## src/rtl/ofmap_accumulator_if.sv

```systemverilog
// Psum ingress and finished-ofmap egress channels of one array column.
// master drives psums and accepts results; slave is the accumulator.
interface ofmap_accumulator_if #(
    parameter int OFMAP_WIDTH = 8,
    parameter int ACC_WIDTH   = 16
);
    logic                   psum_valid;
    logic                   psum_ready;
    logic [OFMAP_WIDTH-1:0] psum_in;
    logic                   out_valid;
    logic                   out_ready;
    logic [ACC_WIDTH-1:0]   out_data;

    modport master (
        output psum_valid,
        output psum_in,
        input  psum_ready,
        input  out_valid,
        input  out_data,
        output out_ready
    );

    modport slave (
        input  psum_valid,
        input  psum_in,
        output psum_ready,
        output out_valid,
        output out_data,
        input  out_ready
    );
endinterface

```

## src/rtl/ofmap_accumulator.sv

```systemverilog
// Accumulates column partial sums over input-channel passes into a small
// register bank, then drains the finished ofmap entries downstream.
module ofmap_accumulator #(
    parameter int OFMAP_WIDTH = 8,
    parameter int ACC_WIDTH   = 16,
    parameter int DEPTH       = 4,
    parameter int PASS_WIDTH  = 4
) (
    input  logic                  clk,
    input  logic                  rst_n,
    input  logic                  start,
    input  logic [PASS_WIDTH-1:0] num_passes,
    ofmap_accumulator_if.slave    bus,
    output logic                  busy,
    output logic                  done
);
    localparam int IW = $clog2(DEPTH);
    localparam logic [IW-1:0] LAST_IDX = IW'(DEPTH - 1);

    typedef enum logic [1:0] {
        IDLE,
        ACCUM,
        DRAIN
    } state_t;

    state_t                state;
    state_t                state_nx;
    logic [IW-1:0]         wr_idx;
    logic [IW-1:0]         rd_idx;
    logic [PASS_WIDTH-1:0] pass_cnt;
    logic [PASS_WIDTH-1:0] passes;
    logic [ACC_WIDTH-1:0]  entry [DEPTH];
    logic [ACC_WIDTH-1:0]  psum_ext;
    logic                  accept;
    logic                  pop;
    logic                  last_wr;
    logic                  last_rd;
    logic                  last_pass;

    assign psum_ext  = ACC_WIDTH'(bus.psum_in);
    assign accept    = (state == ACCUM) && bus.psum_valid;
    assign pop       = (state == DRAIN) && bus.out_ready;
    assign last_wr   = (wr_idx == LAST_IDX);
    assign last_rd   = (rd_idx == LAST_IDX);
    assign last_pass = (pass_cnt == passes - PASS_WIDTH'(1));

    always_comb begin
        state_nx = state;
        unique case (state)
            IDLE:    if (start) state_nx = ACCUM;
            ACCUM:   if (accept && last_wr && last_pass) state_nx = DRAIN;
            DRAIN:   if (pop && last_rd) state_nx = IDLE;
            default: state_nx = IDLE;
        endcase
    end

    always_comb begin
        bus.psum_ready = (state == ACCUM);
        bus.out_valid  = (state == DRAIN);
        bus.out_data   = '0;
        if (state == DRAIN) bus.out_data = entry[rd_idx];
        busy = (state != IDLE);
    end

    always_ff @(posedge clk or negedge rst_n) begin
        if (!rst_n) state <= IDLE;
        else        state <= state_nx;
    end

    always_ff @(posedge clk or negedge rst_n) begin
        if (!rst_n) begin
            wr_idx   <= '0;
            rd_idx   <= '0;
            pass_cnt <= '0;
            passes   <= '0;
            done     <= 1'b0;
            for (int i = 0; i < DEPTH; i++) entry[i] <= '0;
        end else begin
            if (state == IDLE && start) begin
                passes   <= (num_passes == '0) ? PASS_WIDTH'(1) : num_passes;
                wr_idx   <= '0;
                pass_cnt <= '0;
            end
            // first pass overwrites, so no clear cycle is needed between tiles
            if (accept) begin
                entry[wr_idx] <= (pass_cnt == '0) ? psum_ext
                                                  : entry[wr_idx] + psum_ext;
                wr_idx <= last_wr ? '0 : wr_idx + IW'(1);
                if (last_wr) pass_cnt <= pass_cnt + PASS_WIDTH'(1);
                if (last_wr && last_pass) rd_idx <= '0;
            end
            if (pop) rd_idx <= last_rd ? '0 : rd_idx + IW'(1);
            done <= pop && last_rd;
        end
    end
endmodule

```

## src/flat_wrapper.sv

```systemverilog
// flat-port wrapper written by rule: the top's interface ports become plain ports
module ofmap_accumulator_flat 
#(
    parameter int OFMAP_WIDTH = 8,
    parameter int ACC_WIDTH   = 16,
    parameter int DEPTH       = 4,
    parameter int PASS_WIDTH  = 4
)
  (clk, rst_n, start, num_passes, busy, done, bus_psum_valid, bus_psum_in, bus_psum_ready, bus_out_valid, bus_out_data, bus_out_ready);
  ofmap_accumulator_if #(.OFMAP_WIDTH(OFMAP_WIDTH), .ACC_WIDTH(ACC_WIDTH)) bus_i ();
  input  logic clk;
  input  logic rst_n;
  input  logic start;
  input  logic [PASS_WIDTH-1:0] num_passes;
  output logic busy;
  output logic done;
  input wire logic [$bits(bus_i.psum_valid)-1:0] bus_psum_valid;
  input wire logic [$bits(bus_i.psum_in)-1:0] bus_psum_in;
  output wire logic [$bits(bus_i.psum_ready)-1:0] bus_psum_ready;
  output wire logic [$bits(bus_i.out_valid)-1:0] bus_out_valid;
  output wire logic [$bits(bus_i.out_data)-1:0] bus_out_data;
  input wire logic [$bits(bus_i.out_ready)-1:0] bus_out_ready;
  assign bus_i.psum_valid = bus_psum_valid;
  assign bus_i.psum_in = bus_psum_in;
  assign bus_psum_ready = bus_i.psum_ready;
  assign bus_out_valid = bus_i.out_valid;
  assign bus_out_data = bus_i.out_data;
  assign bus_i.out_ready = bus_out_ready;
  ofmap_accumulator #(.OFMAP_WIDTH(OFMAP_WIDTH), .ACC_WIDTH(ACC_WIDTH), .DEPTH(DEPTH), .PASS_WIDTH(PASS_WIDTH)) u_core (.clk(clk), .rst_n(rst_n), .start(start), .num_passes(num_passes), .bus(bus_i), .busy(busy), .done(done));
endmodule
```

## config.mk

```make
export PLATFORM = sky130hd
export DESIGN_NAME = ofmap_accumulator_flat
export DESIGN_NICKNAME = d
export VERILOG_FILES = /design/src/rtl/ofmap_accumulator_if.sv /design/src/rtl/ofmap_accumulator.sv /design/src/flat_wrapper.sv
export SDC_FILE = /design/constraint.sdc
export NUM_CORES = 1
export LEC_CHECK = 0
export CELL_PAD_IN_SITES_DETAIL_PLACEMENT = 1
export CELL_PAD_IN_SITES_GLOBAL_PLACEMENT = 1
export CORE_MARGIN = 4
export CORE_UTILIZATION = 42
export DETAILED_ROUTE_END_ITERATION = 12
export PLACE_DENSITY = 0.76
export SLEW_MARGIN = 0
export SYNTH_ARGS = -nofsm -noshare
export SYNTH_HDL_FRONTEND = slang
export SYNTH_SLANG_ARGS = --single-unit
```

## constraint.sdc

```tcl
create_clock -name clk -period 3.5 [get_ports clk]
set_clock_uncertainty 0.15 [all_clocks]
set_input_delay 0.7 -clock clk [delete_from_list [all_inputs] [get_ports clk]]
set_output_delay 0.7 -clock clk [all_outputs]
set_load 0.02 [all_outputs]
```

; ---- Yosys cells after proc, flatten, opt, wreduce, memory -nomap -nowiden
; Index checks and enable logic that the tools add are counted.
[totals]
register_bits = 79
elab_cells = 71
[classes]
add_sub_neg = 5
n_eq_ne = 8
n_lt_le_gt_ge = 3
n_mux = 26
n_bitwise = 2
reduce_logical = 17
[ops]
columns = operator, n
row1 = two-way mux 16 bit, 7
row2 = binary-select mux 16 bit (select 2 bit), 2
row3 = bitwise mux 64 bit, 1
row4 = demux 16 bit (select 2 bit), 1
row5 = two-way mux 2 bit, 10
row6 = adder 16 x 8 -> 16 bit, 1
row7 = two-way mux 4 bit, 4
row8 = logical AND 1 bit, 8
row9 = zero test 4 bit, 2
row10 = nonzero test 2 bit, 4
row11 = == test 2 bit (second input constant), 3
row12 = greater-or-equal comparator 3 bit (second input constant), 2
row13 = inverter 2 -> 3 bit, 2
row14 = one-hot mux 2 bit (3 select lines), 1
row15 = adder 2 x 1 -> 2 bit (second input constant), 2
row16 = adder 4 x 1 -> 4 bit (second input constant), 1
row17 = == test 4 bit, 1
row18 = != test 2 x 1 -> 1 bit (second input constant), 2
row19 = subtractor 4 x 1 -> 4 bit (second input constant), 1
row20 = < comparator 3 x 1 -> 1 bit (second input constant), 1
row21 = AND reduction 3 bit, 1
row22 = == test 2 x 1 -> 1 bit (second input constant), 1
row23 = zero test 2 bit, 1
row24 = != test 2 bit (second input constant), 1
row25 = AND reduction 2 bit, 1

; ---- Depth between registers and ports, before layout
[logic_depth]
word_depth = 7
ltp_mapped = 11
mapped_depth_nobuf = 9

; ---- Least setup slack after synthesis
; No wires, ideal clock.
[synth_path]
path_kind = reg-to-reg
startpoint = reg u_core.wr_idx[1]
endpoint = reg u_core.entry[14] (netlist name)
setup_ns = 0.069
period_less_slack_ns = 3.328
arrival_time_ns = 3.109
n_path_buf = 2
required_time_ns = 3.281
setup_slack_ns = 0.172
path_stages_with_launch = 12
cell_sequence = dfrtp_1 > buf_2 > buf_1 > mux4_2 > ha_1 > inv_1 > fa_1 > nand2b_1 > a211oi_1 > nor2_1 > or4_1 > nand3_1
[synth_between]
elab_chain_cells = 7
word_cells_on_any_way = 12
cone_classes = 1 x add/sub / 2 x order compare / 7 x mux / 1 x bitwise / 1 x reduce/logical
[synth_lines]
columns = item, line
row1 = "start, declared", ofmap_accumulator.sv:28  ; logic [IW-1:0] wr_idx;
row2 = "start signal, assigned", ofmap_accumulator.sv:88  ; wr_idx <= last_wr ? '0 : wr_idx + IW'(1);
row3 = inverter 2 -> 3 bit *, "ofmap_accumulator.sv:86, ofmap_accumulator.sv:87"
row4 = binary-select mux 16 bit (select 2 bit), ofmap_accumulator.sv:87  ; : entry[wr_idx] + psum_ext;
row5 = two-way mux 16 bit (not written as such) (2 in series), ofmap_accumulator.sv:87
row6 = adder 16 x 8 -> 16 bit, ofmap_accumulator.sv:87
row7 = two-way mux 16 bit, ofmap_accumulator.sv:86  ; entry[wr_idx] <= (pass_cnt == '0) ? psum_ext
row8 = bitwise mux 64 bit *, ofmap_accumulator.sv:86
row9 = "end signal, assigned by index", ofmap_accumulator.sv:86
row10 = "end, declared", ofmap_accumulator.sv:32  ; logic [ACC_WIDTH-1:0] entry [DEPTH];
; Every way passes the cells marked *; elsewhere a longest branch is shown, timed or not. The select of a mux whose other input is x is not followed.
; A chain may end at the register's enable or synchronous reset.

; ---- Final worst setup path
[layout_path]
startpoint = reg u_core.rd_idx[1]
endpoint = out bus_out_data[0]
[layout_between]
elab_chain_cells = 5
[layout_lines]
columns = item, line
row1 = "start, declared", ofmap_accumulator.sv:29  ; logic [IW-1:0] rd_idx;
row2 = "start signal, assigned", ofmap_accumulator.sv:92  ; if (pop) rd_idx <= last_rd ? '0 : rd_idx + IW'(1);
row3 = inverter 2 -> 3 bit (not written as such), ofmap_accumulator.sv:61  ; if (state == DRAIN) bus.out_data = entry[rd_idx];
row4 = binary-select mux 16 bit (select 2 bit), ofmap_accumulator.sv:61
row5 = two-way mux 16 bit (not written as such) (2 in series), ofmap_accumulator.sv:61
row6 = two-way mux 16 bit, ofmap_accumulator.sv:61
row7 = "end, declared", flat_wrapper.sv:21  ; output wire logic [$bits(bus_i.out_data)-1:0] bus_out_data;
; No other way between the ends. The select of a mux whose other input is x is not followed.

==> run metrics <==
grt ovf 0; Bufs and invs on worst path 1; Least-Margin Pin Slew 1060 ps; minimum clock period 3410 ps; # nets final 542; Antenna Cells 0; pre-CTS setup slack -27.0 ps; vias in the first global route 4,348; Worst path top cell family by delay flip-flops; share of flip-flops with an asynchronous set or reset 1.00; clk slew on worst S/H paths 60 ps; DRC 0; core area 11,000 um^2; CTS tree yes; R2R depth 7; Mean Syn Cell Area 10.3 um^2; Final setup viols 0; CTS max path bufs 2; die area 13,200 um^2; main flop type after synthesis dfrtp_1; number of setup buffers added after CTS 0; Netlist cell types 47; Total Routing Usage GR 0.226; crit-path cells mux4_2 -> and2_1 -> clkdlybuf4s50_1; pin count of the biggest net entering global routing 80; Final Hold Violating Endpoints 0; first-pass GRT wire length 23,000 um; clk_lat worst skew 340 ps; H-tree depth 3; CP Data Arrival Time 2560 ps; Die Wd 115 um; Fmax 293 MHz; FF-to-FF End u_core.entry[56]; post-CTS sizing 0; Switching Share 0.418; max-slew violations 0; top routing layer used met4; final period utilization 0.974; leak pwr 2.43 nW; register-to-register setup slack 210 ps; Synth Instances 465; Worst path slowest cell dfrtp_1; Yosys reg bits 79; Synth Warn # 0; CP max FO 17; Comb pwr share 0.481; worst-case hold path end point u_core.entry[6]; HP Class flop to flop; R2R Path Start u_core.wr_idx[0]; I/O pins 37; met1 wire length 5930 um; Worst Setup End Kind output pin; layout cells sized above 1 0.156; vias per cell 6.02; net switching power 1.93 mW; Finished Cell Area 5690 um^2; Finished Layout Cells 653; critical setup path kind flop to output pin; WL final 13,800 um; Max Cap Viol 0; DP Cell Count 637; worst IR drop on VDD 0.363 mV; PwrDens 811 nW/um^2; Routed WL per cell 21.2 um; DRT Pass-1 Iters 4; PortBufs 36; remaining antenna violation count 0; worst stage delay on the critical path 1040 ps; worst hold path depth 2; Placed Area 5390 um^2; Worst EP required 2650 ps; status complete, no violations; via count 3,929; internal power 2.68 mW; Post-Synthesis Cell Area 4790 um^2; critical path launch point type flop; Hold Path Origin u_core.entry[6]; Slew headroom 0.293; Root Buffer clkbuf_16; sequential fraction of the synthesis area 0.412; Hold Buf Count CTS 0; area delta synth->final 18.7%; sequential share of power 0.312; Clock power frac 0.207; EDFF count, synth 0; Initial Util 0.436; TNS Setup 0 ps; Iter 0 DRT Violations 211; half-perimeter wire length after detailed placement 9710 um; Num CTS Buffers 9; CTS sink cnt 79; antenna violations before repair 0; WL met2 6930 um; GPL Wtd Cong 0.824; Core Rows 38; syn_nets 499; met3 WL 581 um; die height 115 um; RSZ-0062 raised after global routing no; setup ws final 92.6 ps
-- placed cells by master, fill, tap and decap left out, types with 5 or more instances in the layout --
master	netlist	routed
dfrtp_1	79	78
nand2_1	74	74
o21ai_0	57	57
clkdlybuf4s50_1	0	35
mux4_2	31	31
nor2_1	21	21
buf_4	0	21
and2_1	19	19
nand3_1	17	17
ha_1	16	16
inv_1	13	13
xor2_1	11	11
a21oi_1	11	11
clkbuf_16	0	9
o31ai_1	8	8
a211oi_1	7	7
o211ai_1	6	6
xnor2_1	6	6
a31oi_1	6	6
a21o_1	5	5
mux2i_1	5	5
nor4_1	5	5
-- flip-flops by register name (all words and copies together), names as in the netlist --
signal,cells
u_core.entry,64
u_core.pass_cnt,4
u_core.passes,4
u_core.rd_idx,2
u_core.state,2
u_core.wr_idx,2
u_core.done,1
-- metal layers --
metal / up-vias / track usage
met4: 0 / 0.0978
met5: - / 0
met1: 2000 / 0.298
li1: 1799 / -
met2: 100 / 0.376
met3: 30 / 0.0321
-- cell usage after synthesis, types with 6 or more instances --
master / instances / area share
a211oi_1: 7 / 0.011
a21oi_1: 11 / 0.011
a31oi_1: 6 / 0.0078
and2_1: 19 / 0.025
buf_2: 6 / 0.0063
clkbuf_1: 16 / 0.013
dfrtp_1: 79 / 0.41
ha_1: 16 / 0.042
inv_1: 13 / 0.010
mux4_2: 31 / 0.15
nand2_1: 74 / 0.058
nand3_1: 17 / 0.018
nor2_1: 21 / 0.016
o211ai_1: 6 / 0.0094
o21ai_0: 57 / 0.060
o31ai_1: 8 / 0.013
xnor2_1: 6 / 0.011
xor2_1: 11 / 0.020
-- layout make-up --
| cell class | count | area, um^2 |
|---|---|---|
| Sequential cell | 79 | 1980 |
| Multi-Input combinational cell | 348 | 2660 |
| Tap cell | 140 | 175 |
| Clock inverter | 6 | 60.1 |
| Clock buffer | 10 | 239 |
| Inverter | 13 | 48.8 |
| Fill cell | 1234 | 5290 |
| Timing Repair Buffer | 57 | 528 |
-- kinds of logic after synthesis --
kind of cell	count (synthesis)	synth area share
buf+inv	38	0.0332
xor+xnor	17	0.0311
compound gates	114	0.146
flops	79	0.412
fa+ha+maj	17	0.0459
mux	41	0.171
simple gates	159	0.160
-- worst max-delay path by stage --
| stage | from | depth (start not counted) | slack, ps | end |
|---|---|---|---|---|
| floorplan | u_core.wr_idx[1] | 11 | 170 | u_core.entry[14] |
| global placement | bus_psum_in[0] | 9 | 50 | u_core.entry[14] |
| detailed placement | bus_psum_in[0] | 9 | -30 | u_core.entry[14] |
| CTS | u_core.wr_idx[0] | 8 | 60 | u_core.entry[14] |
| global route | u_core.rd_idx[1] | 3 | 30 | bus_out_data[0] |
| finish | u_core.rd_idx[1] | 3 | 90 | bus_out_data[0] |
-- tightest hold or removal path, delay by kind of cell (launching register included) --
family	cells	cell delay, ps
compound gates	1	60
simple gates	1	50
flops	1	350
-- power groups by stage --
stage	Sequential, mW	Combinational (mW)	Clock [mW]
6_report	1.44	2.22	0.956
5_1_grt	1.48	2.48	1.01
4_1_cts	1.44	2.23	0.972
3_5_place_dp	1.45	2.22	0
3_3_place_gp	1.42	2.11	0
2_1_floorplan	1.34	1.62	0
-- metrics by stage --
stage | util | hold slack (ps) | power [mW]
2_1_floorplan | - | 254 | 2.96
3_3_place_gp | 0.491 | 325 | 3.53
3_5_place_dp | 0.491 | 342 | 3.67
4_1_cts | 0.518 | 356 | 4.64
5_1_grt | 0.518 | 388 | 4.97
6_report | 0.518 | 351 | 4.61
(Power assumes the default switching activity.)
